<file path="config.mk">
export PLATFORM = sky130hd
export DESIGN_NAME = radiometer_core
export DESIGN_NICKNAME = d
export VERILOG_FILES = /design/src/rtl/radiometer_pkg.sv /design/src/rtl/radiometer_core_switch.sv /design/src/rtl/radiometer_core.sv
export SDC_FILE = /design/constraint.sdc
export NUM_CORES = 1
export LEC_CHECK = 0
export ABC_AREA = 1
export BUFFER_PORTS_ARGS = -buffer_cell sky130_fd_sc_hd__buf_2
export CORE_ASPECT_RATIO = 0.5
export CORE_MARGIN = 2
export CORE_UTILIZATION = 50
export CTS_CLUSTER_SIZE = 24
export DETAILED_ROUTE_END_ITERATION = 16
export PLACE_DENSITY = 0.67
export SETUP_SLACK_MARGIN = 0.3
export SLEW_MARGIN = 5
export SYNTH_ARGS = -nofsm -noshare
export SYNTH_HDL_FRONTEND = slang
export SYNTH_SLANG_ARGS = --single-unit
</file>
<file path="constraint.sdc">
create_clock -name clk -period 4.7 [get_ports clk]
set_input_delay 0.47 -clock clk [delete_from_list [all_inputs] [get_ports clk]]
set_output_delay 0.47 -clock clk [all_outputs]
set_load 0.05 [all_outputs]
</file>
<file path="src/rtl/radiometer_pkg.sv">
// Shared types and constants for the radiometer back-end.
// Frame layout: sync, seq, N_CH*ACC_W/8 data bytes, checksum.
package radiometer_pkg;

    localparam logic [7:0] SYNC_BYTE = 8'hA5;

    typedef enum logic [2:0] {
        S_IDLE,
        S_SYNC,
        S_SEQ,
        S_DATA,
        S_CSUM
    } ser_state_e;

    function automatic int frame_len(input int n_ch, input int acc_w);
        return 3 + n_ch * acc_w / 8;
    endfunction

endpackage

</file>
<file path="src/rtl/radiometer_core_switch.sv">
// Dicke switch timing: phase counter, switch output, blanking,
// arming on the reference-phase start and integration window end.
module dicke_switch_gen #(
    parameter int HALF_PERIOD = 50000,
    parameter int BLANK       = 1000,
    parameter int N_CYCLES    = 16
) (
    input  logic clk,
    input  logic rst,
    input  logic enable,
    output logic pwm_o,
    output logic open_o,
    output logic armed_o,
    output logic window_end_o
);

    localparam int CNT_W = $clog2(HALF_PERIOD);
    localparam int CYC_W = (N_CYCLES > 1) ? $clog2(N_CYCLES) : 1;

    logic [CNT_W-1:0] cnt_q, cnt_d;
    logic [CYC_W-1:0] cyc_q, cyc_d;
    logic             pwm_q, pwm_d;
    logic             armed_q, armed_d;
    logic             wrap, ref_start, armed, win_end;

    assign wrap      = (cnt_q == CNT_W'(HALF_PERIOD - 1));
    assign ref_start = (cnt_q == '0) && !pwm_q;
    // Arming takes effect on the reference-phase start cycle itself.
    assign armed     = enable && (armed_q || ref_start);
    assign win_end   = wrap && pwm_q && armed
                       && (cyc_q == CYC_W'(N_CYCLES - 1));

    always_comb begin
        cnt_d   = wrap ? '0 : cnt_q + CNT_W'(1);
        pwm_d   = wrap ? ~pwm_q : pwm_q;
        armed_d = armed;
        cyc_d   = cyc_q;
        if (!armed || win_end) begin
            cyc_d = '0;
        end else if (wrap && pwm_q) begin
            cyc_d = cyc_q + CYC_W'(1);
        end
    end

    always_ff @(posedge clk) begin
        if (rst) begin
            cnt_q   <= '0;
            pwm_q   <= 1'b0;
            armed_q <= 1'b0;
            cyc_q   <= '0;
        end else begin
            cnt_q   <= cnt_d;
            pwm_q   <= pwm_d;
            armed_q <= armed_d;
            cyc_q   <= cyc_d;
        end
    end

    assign pwm_o        = pwm_q;
    assign open_o       = (cnt_q >= CNT_W'(BLANK));
    assign armed_o      = armed;
    assign window_end_o = win_end;

endmodule

</file>
<file path="src/rtl/radiometer_core.sv">
// Radiometer back-end: synchronous demodulation of N_CH channels
// and checksummed byte-frame serialisation to a UART.
module radiometer_core
    import radiometer_pkg::*;
#(
    parameter int N_CH        = 2,
    parameter int ADC_W       = 12,
    parameter int ACC_W       = 32,
    parameter int HALF_PERIOD = 50000,
    parameter int BLANK       = 1000,
    parameter int N_CYCLES    = 16
) (
    input  logic                    clk,
    input  logic                    rst,
    input  logic                    enable,
    input  logic                    sample_valid,
    input  logic [N_CH*ADC_W-1:0]   sample_data,
    output logic                    switch_pwm,
    output logic                    demod_valid,
    output logic [N_CH*ACC_W-1:0]   demod,
    output logic [7:0]              tx_data,
    output logic                    tx_valid,
    input  logic                    tx_ready,
    output logic                    frame_busy,
    output logic                    overrun
);

    localparam int DB = frame_len(N_CH, ACC_W) - 3;
    localparam int SW = N_CH * ACC_W;
    localparam int IW = $clog2(DB + 1);

    logic pwm, open_w, armed, window_end, accept, hs;

    dicke_switch_gen #(
        .HALF_PERIOD (HALF_PERIOD),
        .BLANK       (BLANK),
        .N_CYCLES    (N_CYCLES)
    ) u_switch (
        .clk          (clk),
        .rst          (rst),
        .enable       (enable),
        .pwm_o        (pwm),
        .open_o       (open_w),
        .armed_o      (armed),
        .window_end_o (window_end)
    );

    logic [N_CH-1:0][ACC_W-1:0] acc_sig_q, acc_sig_d;
    logic [N_CH-1:0][ACC_W-1:0] acc_ref_q, acc_ref_d;
    logic [SW-1:0]              diff_d, ord_d, demod_q, sh_q;
    logic                       demod_valid_q;
    logic [7:0]                 seq_q, seqb_q, csum_q, tx_data_q;
    logic                       tx_valid_q, overrun_q;
    logic [IW-1:0]              idx_q;
    ser_state_e                 state_q;

    assign accept = sample_valid && armed && open_w;
    assign hs     = tx_valid_q && tx_ready;

    always_comb begin
        acc_sig_d = acc_sig_q;
        acc_ref_d = acc_ref_q;
        diff_d    = '0;
        ord_d     = '0;
        for (int ch = 0; ch < N_CH; ch++) begin
            if (accept && pwm) begin
                acc_sig_d[ch] = acc_sig_q[ch]
                    + ACC_W'(sample_data[ch*ADC_W +: ADC_W]);
            end
            if (accept && !pwm) begin
                acc_ref_d[ch] = acc_ref_q[ch]
                    + ACC_W'(sample_data[ch*ADC_W +: ADC_W]);
            end
            diff_d[ch*ACC_W +: ACC_W] = acc_sig_d[ch] - acc_ref_d[ch];
            // ch0 lands in the top word so a left shift emits it first.
            ord_d[(N_CH-1-ch)*ACC_W +: ACC_W] =
                demod_q[ch*ACC_W +: ACC_W];
        end
    end

    always_ff @(posedge clk) begin
        if (rst || !enable || window_end) begin
            acc_sig_q <= '0;
            acc_ref_q <= '0;
        end else begin
            acc_sig_q <= acc_sig_d;
            acc_ref_q <= acc_ref_d;
        end
    end

    always_ff @(posedge clk) begin
        if (rst) begin
            demod_q       <= '0;
            demod_valid_q <= 1'b0;
            seq_q         <= '0;
        end else begin
            demod_valid_q <= window_end;
            if (window_end) begin
                demod_q <= diff_d;
            end
            if (demod_valid_q) begin
                seq_q <= seq_q + 8'd1;
            end
        end
    end

    always_ff @(posedge clk) begin
        if (rst) begin
            state_q    <= S_IDLE;
            tx_valid_q <= 1'b0;
            tx_data_q  <= '0;
            sh_q       <= '0;
            seqb_q     <= '0;
            csum_q     <= '0;
            idx_q      <= '0;
            overrun_q  <= 1'b0;
        end else begin
            if (demod_valid_q && state_q != S_IDLE) begin
                overrun_q <= 1'b1;
            end
            unique case (state_q)
                S_IDLE: begin
                    if (demod_valid_q) begin
                        sh_q       <= ord_d;
                        seqb_q     <= seq_q;
                        tx_data_q  <= SYNC_BYTE;
                        tx_valid_q <= 1'b1;
                        state_q    <= S_SYNC;
                    end
                end
                S_SYNC: begin
                    if (hs) begin
                        tx_data_q <= seqb_q;
                        csum_q    <= seqb_q;
                        state_q   <= S_SEQ;
                    end
                end
                S_SEQ: begin
                    if (hs) begin
                        tx_data_q <= sh_q[SW-1 -: 8];
                        sh_q      <= sh_q << 8;
                        idx_q     <= '0;
                        state_q   <= S_DATA;
                    end
                end
                S_DATA: begin
                    if (hs) begin
                        csum_q <= csum_q ^ tx_data_q;
                        if (idx_q == IW'(DB - 1)) begin
                            tx_data_q <= csum_q ^ tx_data_q;
                            state_q   <= S_CSUM;
                        end else begin
                            tx_data_q <= sh_q[SW-1 -: 8];
                            sh_q      <= sh_q << 8;
                            idx_q     <= idx_q + IW'(1);
                        end
                    end
                end
                S_CSUM: begin
                    if (hs) begin
                        tx_valid_q <= 1'b0;
                        state_q    <= S_IDLE;
                    end
                end
                default: state_q <= S_IDLE;
            endcase
        end
    end

    assign switch_pwm  = pwm;
    assign demod_valid = demod_valid_q;
    assign demod       = demod_q;
    assign tx_data     = tx_data_q;
    assign tx_valid    = tx_valid_q;
    assign frame_busy  = (state_q != S_IDLE);
    assign overrun     = overrun_q;

endmodule

</file>
==> metrics <==
status=completed; syn nets=3755; sequential fraction of the synthesis area=0.2914; switching share of power=0.2832; worst-margin pin slew=1.010 ns; clk root buf=clkbuf_16; Final Hold Viols=0; number of global-route vias before repair=~21000; XOR/XNOR Fraction of Synth Area=0.04542; FP Rows=54; Sequential Power Share=0.464; Post-Syn Instances=3626; CTS buffer count=31; fillers=4473; Crit. End Element=flop; Crit path max-delay family=simple AND/OR/NAND/NOR gates; Relative slew margins=0.3269; die area=45760 um^2; Post-synth top flop=dfxtp_1; Starting Density=0.5060; Critical Path Start Type=flop; Simple-Gate Fraction of Synth Area=0.3963; Adder-Cell Fraction of Synth Area=0.05896; Worst Skew=0.01577 ns; Pint=4.657 mW; CP Data Arrival Time=4.63 ns; post-synth top area cell=dfxtp_1; PortBufs=105; placed cell area=23100 um^2; Hold Path Depth=4; initial drt markers=2154; detailed-placement wirelength estimate=slightly below 60000 um; peak per-stage delay on the critical path=approximately 0.37 ns; max cap viols=0; Die Ht=152.3 um; latest clock arrival within the worst-skew pair=0.62 ns; TritonCTS Sinks=320; fin. max-slew vios=0; WL/cell=17.29 um; EDFF count, synth=0; Final nets=3840; unrepaired setup endpoints after global routing=yes; Leak=12.01 nW; io pins=106; gpl congestion=0.9506; Via density=5.399; worst path required time=5.21 ns; met3 WL=around 6300 um; Ys Warns=0; Max Freq=between 200 and 250 MHz; gr usage total=0.3185; ys async rst share=0; clk buf depth=3; Highest Signal Layer=met4; mux cell area share after synthesis=0.0009106; final worst path period share=0.8771; Yosys cell types=between 40 and 50; n_diodes=0; register area=about 6400 um^2; routed length on met2=roughly 32000 um; complex-gate fraction of the synthesized area=0.1154; routed wire length=roughly 75000 um; core area=roughly 43000 um^2; largest fanout on the critical path=12; DRC=0; Top cell by count, worst path=nand2_1; Sw Pwr=1.840 mW; clock period minus worst slack=4.122 ns; antenna violations before repair=0; Min-Delay Path Class=input port to flop; first-pass GRT wire length=around 120000 um; area occupied by multi-input gates=13810 um^2; largest net degree at the start of global routing=121; post-route ant nets=0; final setup fails=0; CTS tree=built; register bit total from synthesis=320; Post-Syn Area=21980 um^2; share of cells above drive strength 1=0.08726; Logic pwr share=0.103; clk slew on worst S/H paths=0.07 ns; GR Overflow Total=0; die width=300.5 um; Post-Route M1 WL=around 35000 um; Yosys top cell area share=0.2914; setup TNS=0 ns; total power=about 6.5 mW; Critical Path Stages=33; Area contributors post-synth=dfxtp_1 (29%), nand2_1 (22%), inv_1 (6.9%), nor2_1 (6.5%), nand3_1 (5.8%); WP buf/inv=8; area delta synth->final=12.07%; synthesized area per cell=just over 6 um^2; main combinational cell family by area after synthesis=simple AND/OR/NAND/NOR gates; CP max stage cell=fa_2; critical path type=flop to flop; TritonRoute pass-1 iters=6; Finished Cell Area=24640 um^2; Cell Pwr Density=263.7 nW/um^2; Reg2Reg Depth=33; power share of the clock group=0.433; H-tree depth=1; Worst IR Drop VDD=0.0002866 V; detailed-route via count=23340; hold_buf cts=0
-- placed cells by master, fill, tap and decap left out, types with 14 or more instances in the layout --
master        n
ha_1         88
o21ai_0     180
buf_2       105
a21oi_1     154
a31oi_1      63
dfxtp_1     317
xnor2_1      58
nor2_2       15
nand4_1      55
nand3_1     251
o21ai_2      14
inv_1       400
xor2_1       56
nand2_1    1265
clkbuf_16    33
and2_1       24
o21ai_1      21
nor2_1      373
nor3_1       47
nand2_2      18
buf_4        45
-- registers in the layout (all words and copies together) (netlist names), named ones only --
signal,flops
idx_q,4
tx_valid,1
state_q,3
tx_data,8
csum_q,8
sh_q,64
seq_q,8
acc_sig_q,60
overrun,1
demod_valid,1
u_switch.armed_q,1
demod,64
u_switch.cyc_q,4
u_switch.pwm_o,1
acc_ref_q,64
u_switch.cnt_q,16
seqb_q,8
-- cells by family after synthesis --
family,count (synthesis)
AO/OA/AOI/OAI,472
XOR/XNOR,114
adder cells (fa/ha/maj),100
buffers and inverters,517
flip-flops,320
multiplexers,2
AND/OR/NAND/NOR,2101
-- worst paths after layout --
path | start | to | slack (ns)
hold reg to reg | u_switch.cnt_q[0]$_SDFF_PP0_ | u_switch.cnt_q[0]$_SDFF_PP0_ | 0.44
hold / removal | tx_ready | tx_valid$_SDFFE_PP0P_ | 0.18
setup / recovery | u_switch.cnt_q[0]$_SDFF_PP0_ | demod[30]$_SDFFE_PP0P_ | 0.58
setup reg to reg | u_switch.cnt_q[0]$_SDFF_PP0_ | demod[30]$_SDFFE_PP0P_ | 0.58
-- stage by stage --
step / instances / setup slack, ns / utilization / hold WS (ns)
2_1_floorplan: 3626 / 0.3684 / - / 0.4230
3_3_place_gp: 4251 / 0.1594 / 0.5316 / 0.4422
3_5_place_dp: 4251 / 0.1385 / 0.5316 / 0.4564
4_1_cts: 4309 / 0.2990 / 0.5576 / 0.1523
5_1_grt: 4324 / 0.2355 / 0.5671 / 0.2098
6_report: 4324 / 0.5778 / 0.5671 / 0.1774
-- metal layers --
layer,vias up,global-route usage
met5,-,0
met4,0,0.06254
met3,95,0.05332
met2,792,0.4951
met1,10670,0.4637
li1,11790,-
-- power by group through the flow --
stage	Combinational, mW	Clock (mW)	Sequential, mW
after global placement	0.648	0	3.06
after CTS	0.658	2.83	3.01
final	0.668	2.81	3.02
after floorplan	0.470	0	3.07
after global routing	0.755	2.93	3.03
after detailed placement	0.655	0	3.07
-- synth_stat cells (all sizes together) (6+ instances only) --
library cell,n
a31oi,63
a21oi,164
buf,27
or2,13
o211ai,11
nor4,10
nand2,1288
o21ai,215
nand3b,7
inv,410
dfxtp,320
nand4,56
and2,24
nor3,51
nor2,391
clkbuf,79
nand3,256
ha,94
xor2,56
xnor2,58
fa,6
-- area by class of cell --
class	instances	share of cell area
Multi-Input combinational cell	2789	0.5606
Sequential cell	320	0.2602
Inverter	411	0.06262
Timing Repair Buffer	158	0.04154
Clock buffer	37	0.03403
Tap cell	588	0.02986
Clock inverter	21	0.01122
-- what timing repair did --
item / CTS / global route
cloned: 0 / 2
pin swaps: 0 / 25
endpoints found under the setup margin: 9 / 39
resized for setup: 7 / 79
buffers inserted: 0 / 13
-- worst reg2reg max path: cells and delay by family (launching register included) --
family                   cells  cell delay [ns]
AO/OA/AOI/OAI                3             0.48
AND/OR/NAND/NOR             19             1.55
buffers and inverters        8             0.88
adder cells (fa/ha/maj)      3             0.77
flip-flops                   1             0.35
Note: power is estimated with default switching activity, not from simulation.
